### config.mk
export PLATFORM = sky130hd
export DESIGN_NAME = vec_load_gather_flat
export DESIGN_NICKNAME = d
export VERILOG_FILES = /design/src/rtl/vec_load_gather_if.sv /design/src/rtl/vec_load_gather.sv /design/src/flat_wrapper.sv
export SDC_FILE = /design/constraint.sdc
export NUM_CORES = 1
export LEC_CHECK = 0
export ABC_AREA = 1
export BUFFER_PORTS_ARGS = -buffer_cell sky130_fd_sc_hd__buf_4
export CAP_MARGIN = 15
export CORE_MARGIN = 1.5
export CORE_UTILIZATION = 50
export CTS_CLUSTER_DIAMETER = 80
export CTS_CLUSTER_SIZE = 20
export DETAILED_ROUTE_END_ITERATION = 12
export MAX_ROUTING_LAYER = met4
export PLACE_DENSITY = 0.72
export RECOVER_POWER = 100
export SYNTH_ARGS = -nofsm -noshare
export SYNTH_HDL_FRONTEND = slang
export SYNTH_SLANG_ARGS = --single-unit
### constraint.sdc
create_clock -name clk -period 3.08 [get_ports clk]
set_clock_uncertainty 0.15 [all_clocks]
set_input_delay 0.308 -clock clk [delete_from_list [all_inputs] [get_ports clk]]
set_output_delay 0.308 -clock clk [all_outputs]
set_load 0.01 [all_outputs]
### src/rtl/vec_load_gather_if.sv
// vec_load_gather_if: load request, memory read and vector write bundle.
// slave = gather unit, master = decode stage + memory + register bank.
interface vec_load_gather_if #(
  parameter int LANES = 4
);
  logic                  start;
  logic [31:0]           base_addr;
  logic [31:0]           stride;
  logic [3:0]            dst;
  logic                  busy;
  logic                  done;
  logic                  err;
  logic                  mem_re;
  logic [31:0]           mem_addr;
  logic [31:0]           mem_rdata;
  logic                  mem_rvalid;
  logic                  vwe;
  logic [3:0]            vwa;
  logic [LANES*32-1:0]   vwd;

  modport slave (
    input  start, base_addr, stride, dst,
    input  mem_rdata, mem_rvalid,
    output busy, done, err,
    output mem_re, mem_addr,
    output vwe, vwa, vwd
  );

  modport master (
    output start, base_addr, stride, dst,
    output mem_rdata, mem_rvalid,
    input  busy, done, err,
    input  mem_re, mem_addr,
    input  vwe, vwa, vwd
  );
endinterface

### src/rtl/vec_load_gather.sv
// vec_load_gather: reads LANES words at base+k*stride, one read in flight,
// then writes them to the vector bank in one cycle.
// Ports: clk, rst (async, active-low), bus (slave modport):
//   start/base_addr/stride/dst  load request, taken only when idle
//   busy/done/err               status; done pulses with vwe, err on abort
//   mem_re/mem_addr             read request pulse, address held meanwhile
//   mem_rdata/mem_rvalid        read response
//   vwe/vwa/vwd                 vector write port, lane k at [32k+31:32k]
module vec_load_gather #(
  parameter int LANES   = 4,
  parameter int TIMEOUT = 16
) (
  input logic              clk,
  input logic              rst,
  vec_load_gather_if.slave bus
);

  localparam int LW = (LANES > 1) ? $clog2(LANES) : 1;
  localparam int TW = $clog2(TIMEOUT + 1);
  localparam logic [LW-1:0] LAST = LW'(LANES - 1);
  localparam logic [TW-1:0] TLIM = TW'(TIMEOUT - 1);

  typedef enum logic [1:0] {
    IDLE,
    ISSUE,
    WAIT,
    WRITE
  } state_t;

  state_t        state;
  logic [31:0]   addr;
  logic [31:0]   stride_q;
  logic [3:0]    dst_q;
  logic [LW-1:0] lane;
  logic [TW-1:0] tcnt;
  logic [31:0]   rbuf [LANES];

  always_ff @(posedge clk or negedge rst) begin
    if (!rst) begin
      state        <= IDLE;
      addr         <= '0;
      stride_q     <= '0;
      dst_q        <= '0;
      lane         <= '0;
      tcnt         <= '0;
      for (int k = 0; k < LANES; k++)
        rbuf[k] <= '0;
      bus.busy     <= 1'b0;
      bus.done     <= 1'b0;
      bus.err      <= 1'b0;
      bus.mem_re   <= 1'b0;
      bus.mem_addr <= '0;
      bus.vwe      <= 1'b0;
      bus.vwa      <= '0;
      bus.vwd      <= '0;
    end else begin
      bus.done   <= 1'b0;
      bus.err    <= 1'b0;
      bus.mem_re <= 1'b0;
      bus.vwe    <= 1'b0;
      unique case (state)
        IDLE: begin
          if (bus.start) begin
            stride_q     <= bus.stride;
            dst_q        <= bus.dst;
            addr         <= bus.base_addr;
            lane         <= '0;
            bus.mem_re   <= 1'b1;
            bus.mem_addr <= bus.base_addr;
            bus.busy     <= 1'b1;
            state        <= ISSUE;
          end
        end
        ISSUE: begin
          // rvalid during the request cycle is not a response
          tcnt  <= '0;
          state <= WAIT;
        end
        WAIT: begin
          if (bus.mem_rvalid) begin
            rbuf[lane] <= bus.mem_rdata;
            if (lane == LAST) begin
              // last lane bypasses the buffer straight into vwd
              for (int k = 0; k < LANES; k++)
                bus.vwd[k*32 +: 32] <= (k == LANES - 1) ?
                  bus.mem_rdata : rbuf[k];
              bus.vwa  <= dst_q;
              bus.vwe  <= 1'b1;
              bus.done <= 1'b1;
              state    <= WRITE;
            end else begin
              lane         <= lane + 1'b1;
              addr         <= addr + stride_q;
              bus.mem_re   <= 1'b1;
              bus.mem_addr <= addr + stride_q;
              state        <= ISSUE;
            end
          end else if (tcnt == TLIM) begin
            bus.err  <= 1'b1;
            bus.busy <= 1'b0;
            state    <= IDLE;
          end else begin
            tcnt <= tcnt + 1'b1;
          end
        end
        WRITE: begin
          bus.busy <= 1'b0;
          state    <= IDLE;
        end
        default: begin
          bus.busy <= 1'b0;
          state    <= IDLE;
        end
      endcase
    end
  end

endmodule

### src/flat_wrapper.sv
// flat-port wrapper written by rule: the top's interface ports become plain ports
module vec_load_gather_flat 
#(
  parameter int LANES   = 4,
  parameter int TIMEOUT = 16
)
  (clk, rst, bus_start, bus_base_addr, bus_stride, bus_dst, bus_mem_rdata, bus_mem_rvalid, bus_busy, bus_done, bus_err, bus_mem_re, bus_mem_addr, bus_vwe, bus_vwa, bus_vwd);
  vec_load_gather_if #(.LANES(LANES)) bus_i ();
  input logic clk;
  input logic rst;
  input wire logic [$bits(bus_i.start)-1:0] bus_start;
  input wire logic [$bits(bus_i.base_addr)-1:0] bus_base_addr;
  input wire logic [$bits(bus_i.stride)-1:0] bus_stride;
  input wire logic [$bits(bus_i.dst)-1:0] bus_dst;
  input wire logic [$bits(bus_i.mem_rdata)-1:0] bus_mem_rdata;
  input wire logic [$bits(bus_i.mem_rvalid)-1:0] bus_mem_rvalid;
  output wire logic [$bits(bus_i.busy)-1:0] bus_busy;
  output wire logic [$bits(bus_i.done)-1:0] bus_done;
  output wire logic [$bits(bus_i.err)-1:0] bus_err;
  output wire logic [$bits(bus_i.mem_re)-1:0] bus_mem_re;
  output wire logic [$bits(bus_i.mem_addr)-1:0] bus_mem_addr;
  output wire logic [$bits(bus_i.vwe)-1:0] bus_vwe;
  output wire logic [$bits(bus_i.vwa)-1:0] bus_vwa;
  output wire logic [$bits(bus_i.vwd)-1:0] bus_vwd;
  assign bus_i.start = bus_start;
  assign bus_i.base_addr = bus_base_addr;
  assign bus_i.stride = bus_stride;
  assign bus_i.dst = bus_dst;
  assign bus_i.mem_rdata = bus_mem_rdata;
  assign bus_i.mem_rvalid = bus_mem_rvalid;
  assign bus_busy = bus_i.busy;
  assign bus_done = bus_i.done;
  assign bus_err = bus_i.err;
  assign bus_mem_re = bus_i.mem_re;
  assign bus_mem_addr = bus_i.mem_addr;
  assign bus_vwe = bus_i.vwe;
  assign bus_vwa = bus_i.vwa;
  assign bus_vwd = bus_i.vwd;
  vec_load_gather #(.LANES(LANES), .TIMEOUT(TIMEOUT)) u_core (.clk(clk), .rst(rst), .bus(bus_i));
endmodule
==> run_results.csv <==
group,metric,value,unit
synth,synthCells,1711,
synth,seq_area_frac_synth,54.7,%
floorplan,fp.dieW,171,um
clock_network,htree_levels,1,
routing,drt-vias-per-instance,5.02,
layout,fillCellCount,2583,
routing,first_pass_iters,5,
layout,fin_nets,2195,
power_and_ir_drop,peakVddDrop,0.433,mV
layout,stdcell_count,2435,
sta,slew_headroom,-13.1,%
synth,ys_ff_latch,309,
floorplan,rows,61,
sta,hold_viol,0,
worst_setup_path,cp-start-kind,"primary input",
run,max_cap_viol_count,2,
layout,drive_gt1_share,9.00,%
global_routing,track_usage,27.3,%
floorplan,placeableCoreArea,27800,um2
power_and_ir_drop,finalPower,0.0171,W
hold_path,hold_path_class,"primary input to register",
sta,worstMarginPinSlew,1.70,ns
floorplan,start_util,50.8,%
routing,wl_per_cell,15.8,um
synth,synth_edf_count,0,
floorplan,io_pins,273,
sta,fin_tns_setup,0,ns
clock_network,cts_root_buffer,"clkbuf_16",
layout,fin_util,62.6,%
clock_network,cts_tree,"yes",
clock_network,clk_latency,0.53,ns
global_routing,grt_pass1_wl,60900,um
placement,dp_cells,2311,
routing,vias,12200,
clock_network,clkTransAtPathRegs,0.08,ns
global_routing,grt_max_degree,166,
synth,ys_top_cells_by_count,"718 x nand2_1, 309 x dfrtp_1, 161 x inv_1, 128 x o21ai_0, 94 x nor2_1",
placement,place.gp.congestion,0.924,
synth,yosysTopAreaCell,"dfrtp_1",
synth,netlist_area,14100,um2
synth,netlist_top_cells_area,"dfrtp_1 55%, nand2_1 19%, o21ai_0 4.5%",
worst_setup_path,arrival,2.90,ns
floorplan,dieArea,29300,um2
placement,port_buffers,272,
worst_setup_path,cp_max_fo,64,
clock_network,cts_buffers,20,
global_routing,antenna_found_initial,1,
synth,syn_nets,1853,
worst_setup_path,critPathKind,"primary input to async pin",
power_and_ir_drop,powerDensity,982,nW/um2
synth,syn_area_per_cell,8.26,um2
sta,finalMaxSlewViolations,145,
sta,fmax,419,MHz
clock_network,cts_buffer_depth,3,
synth,synth-main-ff-cell,"dfrtp_1",
sta,fin_crit,2.39,ns
floorplan,die_h,171,um
outcome,violations,"max-capacitance violations, max-slew violations",
power_and_ir_drop,p_leak,9.22,nW
worst_setup_path,required,3.59,ns
worst_setup_path,worst_setup_path_end_kind,"async pin",
sta,rsz0062_at_grt,"false",
clock_network,cts_resized,0,
sta,finalSetupViolCount,0,
routing,drcViolationCount,0,
outcome,outcome,"complete, but fails checks",
synth,synth_top_area_share,54.7,%
clock_network,clkSinkCount,309,
layout,area_delta_synth_final,23.1,%
routing,drt_iter0_drc,841,
synth,ys_types,34,
sta,finalCritPeriodShare,77.5,%
synth,ys_async_sr_fraction,100,%
global_routing,grt_pass1_vias,11700,
routing,final_antenna_net_count,0,
synth,yosys_warnings,0,
global_routing,grt-ovfl-total,0,
synth,yosysMostFrequentCell,"nand2_1",
placement,dp_hpwl,25900,um
routing,wl,38500,um
-- per-stage QoR --
step / area [um2] / hold slack [ns] / worst slack (ns)
after floorplan: 14100 / -0.138 / 0.995
after global placement: 16500 / 0.0644 / 0.819
after detailed placement: 16500 / 0.0683 / 0.781
after CTS: 18100 / 0.00175 / 0.756
after global routing: 17400 / 0.0128 / 0.312
final: 17400 / 0.00768 / 0.693
-- worst max-delay path, stage by stage --
cell and delay (ns):
dlygate4sd3_1 0.56, buf_8 0.29, clkbuf_2 1.24, clkbuf_1 0.44
-- registers in the layout (all words and copies together) (netlist names), 4 cells and up --
register / cells
u_core.rbuf: 96
u_core.stride_q: 32
u_core.tcnt: 5
u_core.bus.vwd: 128
u_core.bus.vwa: 4
u_core.dst_q: 4
u_core.bus.mem_addr: 32
-- logic make-up (layout without fill, tap and decap cells) --
kind of cell	Yosys count	count (layout)	share of synthesized area [%]
and+or+nand+nor	878	878	24.2
adders and majority gates	38	38	3.42
AOI/OAI and AO/OA	210	210	7.63
muxes	36	36	2.87
DFF	309	309	54.7
buffers and inverters	231	576	6.55
xor gates and xnor gates	9	9	0.558
other	0	1	0
-- routing by layer --
metal | GRT usage (%) | share of wire [%]
met5 | - | 0
met1 | 35.5 | 42
met4 | 10.1 | 3.7
met3 | 5.11 | 6.8
met2 | 42.7 | 47
-- final timing paths --
kind | endpoint | slack [ns] | cells after the start | startpoint
worst max-delay path | u_core.bus.mem_addr[11] | 0.69 | 4 | rst
worst min-delay path | u_core.rbuf[61] | 0.008 | 3 | bus_mem_rdata[29]
worst max register to register | u_core.bus.mem_addr[20] | 0.71 | 12 | u_core.bus.mem_addr[0]
worst min register to register | u_core.bus.vwd[53] | 0.31 | 2 | u_core.rbuf[85]
max in group clk | u_core.bus.mem_addr[20] | 0.71 | 12 | u_core.bus.mem_addr[0]
min in group asynchronous | u_core.bus.mem_addr[21] | 0.10 | 2 | rst
-- cell type report --
cell class | instances | area (um2) | share of cell area, %
multi-input cells | 1171 | 5450 | 31.3
clock buffers | 20 | 500 | 2.88
well taps | 378 | 473 | 2.72
inverters | 166 | 624 | 3.59
diodes | 1 | 2.50 | 0.0144
flip-flops and latches | 309 | 7730 | 44.5
repair buffers | 385 | 2530 | 14.5
clock inverters | 5 | 80.1 | 0.460
-- cell usage in the layout (no fill, tap or decap), types with 2 or more instances in the layout --
cell type	count
nand2_1	720
dfrtp_1	309
clkbuf_1	170
inv_1	164
o21ai_0	144
buf_4	106
dlygate4sd3_1	98
nor2_1	94
a21oi_1	54
nand3_1	46
ha_1	37
mux2_2	36
clkbuf_16	20
nor3_1	8
xor2_1	5
clkbuf_2	5
xnor2_1	4
o21bai_1	3
nand4_1	3
o21a_1	3
a31oi_1	3
buf_12	3
nand2_2	2
clkinv_8	2
inv_6	2
-- power by group --
group,internal (W),switching (W)
combinational,0.00281,0.00505
sequential,0.00557,0.000972
clock,0.00128,0.00139
-- timing repair --
action | 4_1_cts | 5_1_grt
endpoints found under the setup margin | 0 | 0
buffers inserted | 0 | 0
endpoints found under the hold margin | 447 | 0
hold buffers | 98 | 0
Note: power is estimated with default switching activity, not from simulation.
